--- src/rtl/q_8_40_mult_arb.sv ---
// Round-robin arbiter and byte-serial sequencer for the shared q_8_40 multiplier.
// Streams {b, a} onto M, collects eight product bytes from P, and aborts via watchdog.
module q_8_40_mult_arb #(
   parameter logic [5:0] WD_MAX = 6'd63
) (
   input  logic        clk,
   input  logic        rst,
   input  logic        req0,
   input  logic        req1,
   input  logic [31:0] a0,
   input  logic [31:0] b0,
   input  logic [31:0] a1,
   input  logic [31:0] b1,
   output logic        done0,
   output logic        done1,
   output logic        err0,
   output logic        err1,
   output logic [63:0] prod,
   output logic        busy,
   input  logic        mult_rdy,
   output logic        mult_start,
   output logic [7:0]  mult_m,
   input  logic        mult_send,
   input  logic [7:0]  mult_p
);

   typedef enum logic [2:0] {
      IDLE    = 3'd0,
      LOAD    = 3'd1,
      WAIT    = 3'd2,
      COLLECT = 3'd3,
      DONE    = 3'd4
   } state_t;

   state_t      state_r, state_s;
   logic [2:0]  cnt_r, cnt_s;
   logic [5:0]  wd_r, wd_s;
   logic        last_r, last_s;
   logic        gnt_r, gnt_s;
   logic        err_r, err_s;
   logic [31:0] a_r, a_s;
   logic [31:0] b_r, b_s;
   logic [63:0] pbuf_r, pbuf_s;
   logic [63:0] prod_r;
   logic        done0_r, done1_r, err0_r, err1_r, busy_r;

   function automatic logic [7:0] byte_sel(input logic [63:0] w, input logic [2:0] idx);
      return w[{idx, 3'b000} +: 8];
   endfunction

   // Next-state and datapath update for the transaction sequencer.
   always_comb begin
      state_s = state_r;
      cnt_s   = cnt_r;
      wd_s    = wd_r;
      last_s  = last_r;
      gnt_s   = gnt_r;
      err_s   = err_r;
      a_s     = a_r;
      b_s     = b_r;
      pbuf_s  = pbuf_r;
      case (state_r)
         IDLE: begin
            if ((req0 || req1) && mult_rdy) begin
               // On a tie the client not served last wins.
               if (req0 && req1) begin
                  gnt_s = ~last_r;
               end else begin
                  gnt_s = req1;
               end
               a_s     = gnt_s ? a1 : a0;
               b_s     = gnt_s ? b1 : b0;
               cnt_s   = 3'd0;
               err_s   = 1'b0;
               pbuf_s  = 64'd0;
               state_s = LOAD;
            end else begin
               state_s = IDLE;
            end
         end
         LOAD: begin
            cnt_s = cnt_r + 3'd1;
            if (cnt_r == 3'd7) begin
               wd_s    = 6'd0;
               state_s = WAIT;
            end else begin
               state_s = LOAD;
            end
         end
         WAIT: begin
            if (mult_send) begin
               pbuf_s[7:0] = mult_p;
               cnt_s       = 3'd1;
               state_s     = COLLECT;
            end else begin
               wd_s = wd_r + 6'd1;
               if (wd_r == WD_MAX) begin
                  err_s   = 1'b1;
                  state_s = DONE;
               end else begin
                  state_s = WAIT;
               end
            end
         end
         COLLECT: begin
            if (mult_send) begin
               pbuf_s[{cnt_r, 3'b000} +: 8] = mult_p;
               cnt_s = cnt_r + 3'd1;
               if (cnt_r == 3'd7) begin
                  state_s = DONE;
               end else begin
                  state_s = COLLECT;
               end
            end else begin
               state_s = COLLECT;
            end
         end
         DONE: begin
            last_s  = gnt_r;
            state_s = IDLE;
         end
         default: begin
            state_s = IDLE;
         end
      endcase
   end

   // State, datapath and registered client-side outputs.
   always_ff @(posedge clk or posedge rst) begin
      if (rst) begin
         state_r <= IDLE;
         cnt_r   <= 3'd0;
         wd_r    <= 6'd0;
         last_r  <= 1'b1;
         gnt_r   <= 1'b0;
         err_r   <= 1'b0;
         a_r     <= 32'd0;
         b_r     <= 32'd0;
         pbuf_r  <= 64'd0;
         prod_r  <= 64'd0;
         done0_r <= 1'b0;
         done1_r <= 1'b0;
         err0_r  <= 1'b0;
         err1_r  <= 1'b0;
         busy_r  <= 1'b0;
      end else begin
         state_r <= state_s;
         cnt_r   <= cnt_s;
         wd_r    <= wd_s;
         last_r  <= last_s;
         gnt_r   <= gnt_s;
         err_r   <= err_s;
         a_r     <= a_s;
         b_r     <= b_s;
         pbuf_r  <= pbuf_s;
         // Pulses and prod are loaded on entry to DONE so they are valid during it.
         done0_r <= (state_s == DONE) && !err_s && !gnt_s;
         done1_r <= (state_s == DONE) && !err_s && gnt_s;
         err0_r  <= (state_s == DONE) && err_s && !gnt_s;
         err1_r  <= (state_s == DONE) && err_s && gnt_s;
         busy_r  <= (state_s != IDLE);
         if (state_s == DONE) begin
            prod_r <= err_s ? 64'd0 : pbuf_s;
         end else begin
            prod_r <= prod_r;
         end
      end
   end

   // Operand bus and start strobe, decoded from registers only.
   always_comb begin
      mult_start = 1'b0;
      mult_m     = 8'd0;
      if (state_r == LOAD) begin
         mult_start = (cnt_r == 3'd0);
         mult_m     = byte_sel({b_r, a_r}, cnt_r);
      end else begin
         mult_start = 1'b0;
         mult_m     = 8'd0;
      end
   end

   assign done0 = done0_r;
   assign done1 = done1_r;
   assign err0  = err0_r;
   assign err1  = err1_r;
   assign prod  = prod_r;
   assign busy  = busy_r;

endmodule

--- config.mk ---
export PLATFORM = sky130hd
export DESIGN_NAME = q_8_40_mult_arb
export DESIGN_NICKNAME = d
export VERILOG_FILES = /design/src/rtl/q_8_40_mult_arb.sv
export SDC_FILE = /design/constraint.sdc
export NUM_CORES = 1
export LEC_CHECK = 0
export ABC_AREA = 1
export BUFFER_PORTS_ARGS = -buffer_cell sky130_fd_sc_hd__buf_2
export CORE_ASPECT_RATIO = 0.7
export CORE_MARGIN = 1.5
export CORE_UTILIZATION = 45
export CTS_CLUSTER_SIZE = 20
export DETAILED_ROUTE_END_ITERATION = 10
export PLACE_DENSITY = 0.68
export SLEW_MARGIN = 15
export SYNTH_ARGS = -nofsm -noshare
export SYNTH_HDL_FRONTEND = slang
export SYNTH_SLANG_ARGS = --single-unit
export TNS_END_PERCENT = 50
--- constraint.sdc ---
create_clock -name clk -period 9.5 [get_ports clk]
set_input_delay 1.9 -clock clk [delete_from_list [all_inputs] [get_ports clk]]
set_output_delay 1.9 -clock clk [all_outputs]
set_load 0.05 [all_outputs]
# After elaboration in Yosys (flattened, before gate mapping)
# Cells that the tools add are included.
# totals
wordCells,87
out_inout_bits,78
ff_bits,212
# op_classes
n_eq_ne,12
n_addsub,3
n_shift,3
n_bitwise,1
n_mux,34
reduce_logical,19
# op_table
cell,n
two-way mux 64 bit,3
case mux 56 bit (2 select lines),1
bitwise mux 64 bit,1
two-way mux 32 bit,2
variable shift 8 x 8 -> 64 bit (first input constant),1
variable part select 64 x 7 -> 8 bit,1
variable part select 8 x 8 -> 64 bit,1
case mux 3 bit (4 select lines),2
case mux 8 bit (3 select lines),1
two-way mux 3 bit,7
two-way mux 8 bit,2
two-way mux 6 bit,2
case mux 6 bit (2 select lines),1
two-way mux 1 bit,10
!= test 2 bit (second input constant),5
equality test 3 bit (second input constant),3
logical AND 1 bit,8
negation 6 -> 8 bit,1
adder 6 x 1 -> 6 bit (second input constant),1
equality test 3 x 2 -> 1 bit (second input constant),2
equality test 6 bit (second input constant),1
logical NOT 3 bit,2
AND reduction 4 bit,1
nonzero test 4 bit,1
other kinds (11),12

# Depth between registers and ports, before layout
# depth
depth_word,8
mapped_depth,15

# Worst setup path before layout
# OpenSTA, ideal clock, no wires.
# synth_path
path_type,register to output
start,register cnt_r[0]
end,output port mult_m[5]
stages_incl_launch_ff,8
required_time_ns,7.600
arrival_ns,1.980
setup_slack_ns,5.620
path_buffers,3
cell_sequence,dfrtp_1 -> clkbuf_1 -> buf_2 -> buf_1 -> o211ai_1 -> a21oi_1 -> a21oi_1 -> nor2_1
# synth_via
elab_chain_cells,2
# synth_lines
item,line,text
from (decl),36,"logic [2:0] cnt_r, cnt_s;"
from (signal assigned),148,cnt_r <= cnt_s;
variable part select 64 x 7 -> 8 bit,48,"return w[{idx, 3'b000} +: 8];"
two-way mux 8 bit,174,if (state_r == LOAD) begin
to (decl),22,"output logic [7:0] mult_m,"
# No other way between the ends.

# Final worst setup path
# layout_path
start,register cnt_r[1]
end,output port mult_start
# layout_via
elab_chain_cells,2
# layout_lines
item,line,text
logical NOT 3 bit,175,mult_start = (cnt_r == 3'd0);
two-way mux 1 bit,174,
to (decl),21,"output logic mult_start,"
# No other way between the ends.

==> key figures <==
Final layout
  – Ratio of cells with drive above 1 in the final layout: 18.3%
  – Area delta synth->final: 19.7%
  – Register area: between 5000 and 6000 µm²
  – Area of the multi-input gates: 4050 µm²
  – Util after Layout: 55.3%
  – Most frequent cells in the layout: 508 x nand2_1, 219 x buf_2, 211 x dfrtp_1
  – Fillers: 2077
  – Most common cell after layout, fill and taps aside: nand2_1
  – Nets@finish: approximately 1700

Timing
  – Fin crit period: 4720 ps
  – Sum of negative setup slack: 0 ps
  – Final Skew: 8.69 ps
  – RSZ-0062 raised after global routing: false
  – Slew Viols, Final: 0
  – Worst slew margin: a little over a third
  – Final Hold Viols: 0
  – Worst-Margin Slew: 955 ps
  – Final worst-path cycle share: 49.7%
  – Final setup violation count: 0
  – Fmax: 212 MHz

Synthesis
  – Register area share after synthesis: 52.6%
  – Dominant synthesized flop cell: dfrtp_1
  – Warnings, synthesis: 0
  – Syn Inst Count: 1326
  – Synth async-reset ratio: 100%
  – Number of synthesized register bits: 212
  – Mapped Avg Cell Area: roughly 7.6 µm²
  – Syn_nets: 1474
  – EDFF count, synth: 0
  – Count of cell types in the netlist: 33
  – Mapped Area: between 10000 and 15000 µm²

GRT
  – Initial antenna violation count: 1
  – Largest net degree at the start of global routing: 91
  – Vias in the first global route: 8375
  – GRT overflow: 0
  – GR Util All Layers: 24.7%
  – First-pass GRT wire length: 45.6 mm

Drt
  – Post-route ant nets: 0
  – Post-Route WL: 28.7 mm
  – Drt first pass iters: 8
  – Detailed-route wire length per cell: 15.9 µm
  – Vias/cell: 5.11
  – Residual DRC count: 0
  – Vias: 9242
  – Initial DRC count: 951

Setup path
  – CP Class: register to primary output
  – CP startpoint kind: register
  – Reg2Reg Launch Point: cnt_r[1]$_DFFE_PP0P_
  – Maximum fanout along the worst path: 30
  – Reg2Reg Setup Slack: between 5000 and 6000 ps
  – Required time worst endpoint: 7600 ps
  – CP Capture Type: primary output
  – WP data arrival: about 2800 ps
  – Critical path origin: cnt_r[1]$_DFFE_PP0P_
  – Reg2reg path depth: 11
  – FF-to-FF End: prod[51]$_DFFE_PP0N_

Clocking
  – Clk_lat worst skew: 490 ps
  – Total CTS buffers: 21
  – Cts repair resizes: 0
  – Clock Tree Root: clkbuf_16
  – CTS max path bufs: 3
  – Clock transition at path regs: 70 ps
  – Clock sink count: 212
  – CTS Hold Buffers Added: 0
  – CTS tree: built
  – H-tree depth: 1
  – Postcts setup bufs: 0

Power
  – LEAKAGE: approximately 0.0068 µW
  – Clock power share: approximately 30%
  – Switching Fraction: 37.9%
  – Internal: 1940 µW
  – Seq pwr share: 38.7%
  – Pwr Density: 258 nW/µm²
  – NetSw: 1180 µW
  – Logic pwr share: 31.3%
  – Worst vdd ir: 0.155 mV

Hold path
  – Hold WC Path Type: register to register
  – Hold Crit Depth: 2
  – Hold_sp: pbuf_r[7]$_DFF_PP0_
  – Hold Path Sink: pbuf_r[7]$_DFF_PP0_

Floorplan
  – Die ar.: ~23000 µm²
  – Die X: 182 µm
  – FP Rows: 45
  – Number of top-level design ports: 220
  – Die height: ~130 µm
  – Initial Utilization: 46.2%
  – Core Region: 21800 µm²

Placement
  – Port bufs: between 200 and 250
  – Post-DP HPWL: 19.6 mm
  – GPL Wtd Cong: 0.914

Run
  – Maxcap violations: 0

Status
  – Outcome: finished clean
==> synth_stat cells (2+ instances only) <==
library cell | n | area share, %
nand2_1 | 510 | 19
o21ai_0 | 139 | 6.9
nand4_1 | 2 | 0.12
buf_6 | 6 | 0.67
o21ai_1 | 2 | 0.099
buf_1 | 7 | 0.26
buf_2 | 11 | 0.55
o22ai_1 | 26 | 1.6
ha_1 | 6 | 0.74
inv_2 | 5 | 0.19
inv_1 | 106 | 3.9
nand3_1 | 77 | 3.8
dfrtp_1 | 211 | 52
nor3_1 | 2 | 0.099
clkbuf_1 | 39 | 1.5
and2_1 | 2 | 0.12
o211a_1 | 2 | 0.20
o211ai_1 | 4 | 0.30
clkinv_1 | 2 | 0.074
xor2_1 | 2 | 0.17
nor2_1 | 112 | 4.2
a21oi_1 | 42 | 2.1
==> registers in the layout, summed over array words and instances (netlist names) <==
signal	count
err_r	1
pbuf_r	64
prod	64
done1	1
b_r	32
gnt_r	1
done0	1
state_r	3
busy	1
last_r	1
wd_r	6
a_r	32
cnt_r	3
err1	1
err0	1
==> critical path, stage by stage, from the launching register on <==
cell and delay (ps):
dfrtp_1 940, clkinv_1 490, ha_1 340, ha_1 180
inv_1 100, nor2_1 60, buf_2 230
==> area by class of cell <==
| class | instances | area share [%] |
|---|---|---|
| Antenna cell | 1 | 0.0207 |
| Clock buffer | 25 | 4.56 |
| Clock inverter | 11 | 1.75 |
| Inverter | 115 | 3.69 |
| Multi-Input combinational cell | 935 | 33.6 |
| Sequential cell | 212 | 43.9 |
| Tap cell | 282 | 2.92 |
| Timing Repair Buffer | 227 | 9.57 |
==> worst max path at each step <==
stage,end,slack [ps],cells past startpoint
final,mult_start,4780,6
after detailed placement,mult_start,5320,6
after global routing,mult_start,4620,6
after floorplan,a_r[0]$_DFFE_PP0P_,1810,1
after CTS,mult_start,4800,6
after global placement,mult_start,5360,6
==> cells by family (layout without fill, tap and decap cells) <==
family	count (synthesis)	count (layout)	share of synthesized area (%)
and+or+nand+nor	709	709	27.7
AOI/OAI and AO/OA	218	218	11.4
adders and majority gates	6	6	0.744
buffers and inverters	179	378	7.32
xor gates and xnor gates	2	2	0.174
DFF	212	212	52.6
other	0	1	0
==> through the flow <==
step / instances / total power, µW / hold slack (ps) / setup slack [ps] / cell area, µm²
after floorplan: 1326 / 1890 / 438 / 1810 / 10100
after global placement: 1771 / 2160 / 454 / 5360 / 11300
after detailed placement: 1771 / 2180 / 456 / 5320 / 11300
after CTS: 1807 / 3120 / 471 / 4800 / 12100
after global routing: 1808 / 3300 / 495 / 4620 / 12100
final: 1808 / 3120 / 472 / 4780 / 12100
==> power by group through the flow <==
stage / Combinational [µW] / Clock (µW) / Sequential (µW)
2_1_floorplan: 713 / 0 / 1180
3_3_place_gp: 944 / 0 / 1220
3_5_place_dp: 963 / 0 / 1220
4_1_cts: 967 / 948 / 1200
5_1_grt: 1090 / 982 / 1230
6_report: 977 / 932 / 1210
==> metal layers <==
layer / up-vias / global-route usage [%] / share of wire, %
li1: 4572 / - / -
met1: 4346 / 39.8 / 51
met2: 295 / 35.0 / 41
met3: 29 / 3.38 / 6.7
met4: 0 / 5.15 / 1.6
met5: - / 0 / 0
No activity file was read; power rests on OpenSTA's default activity.
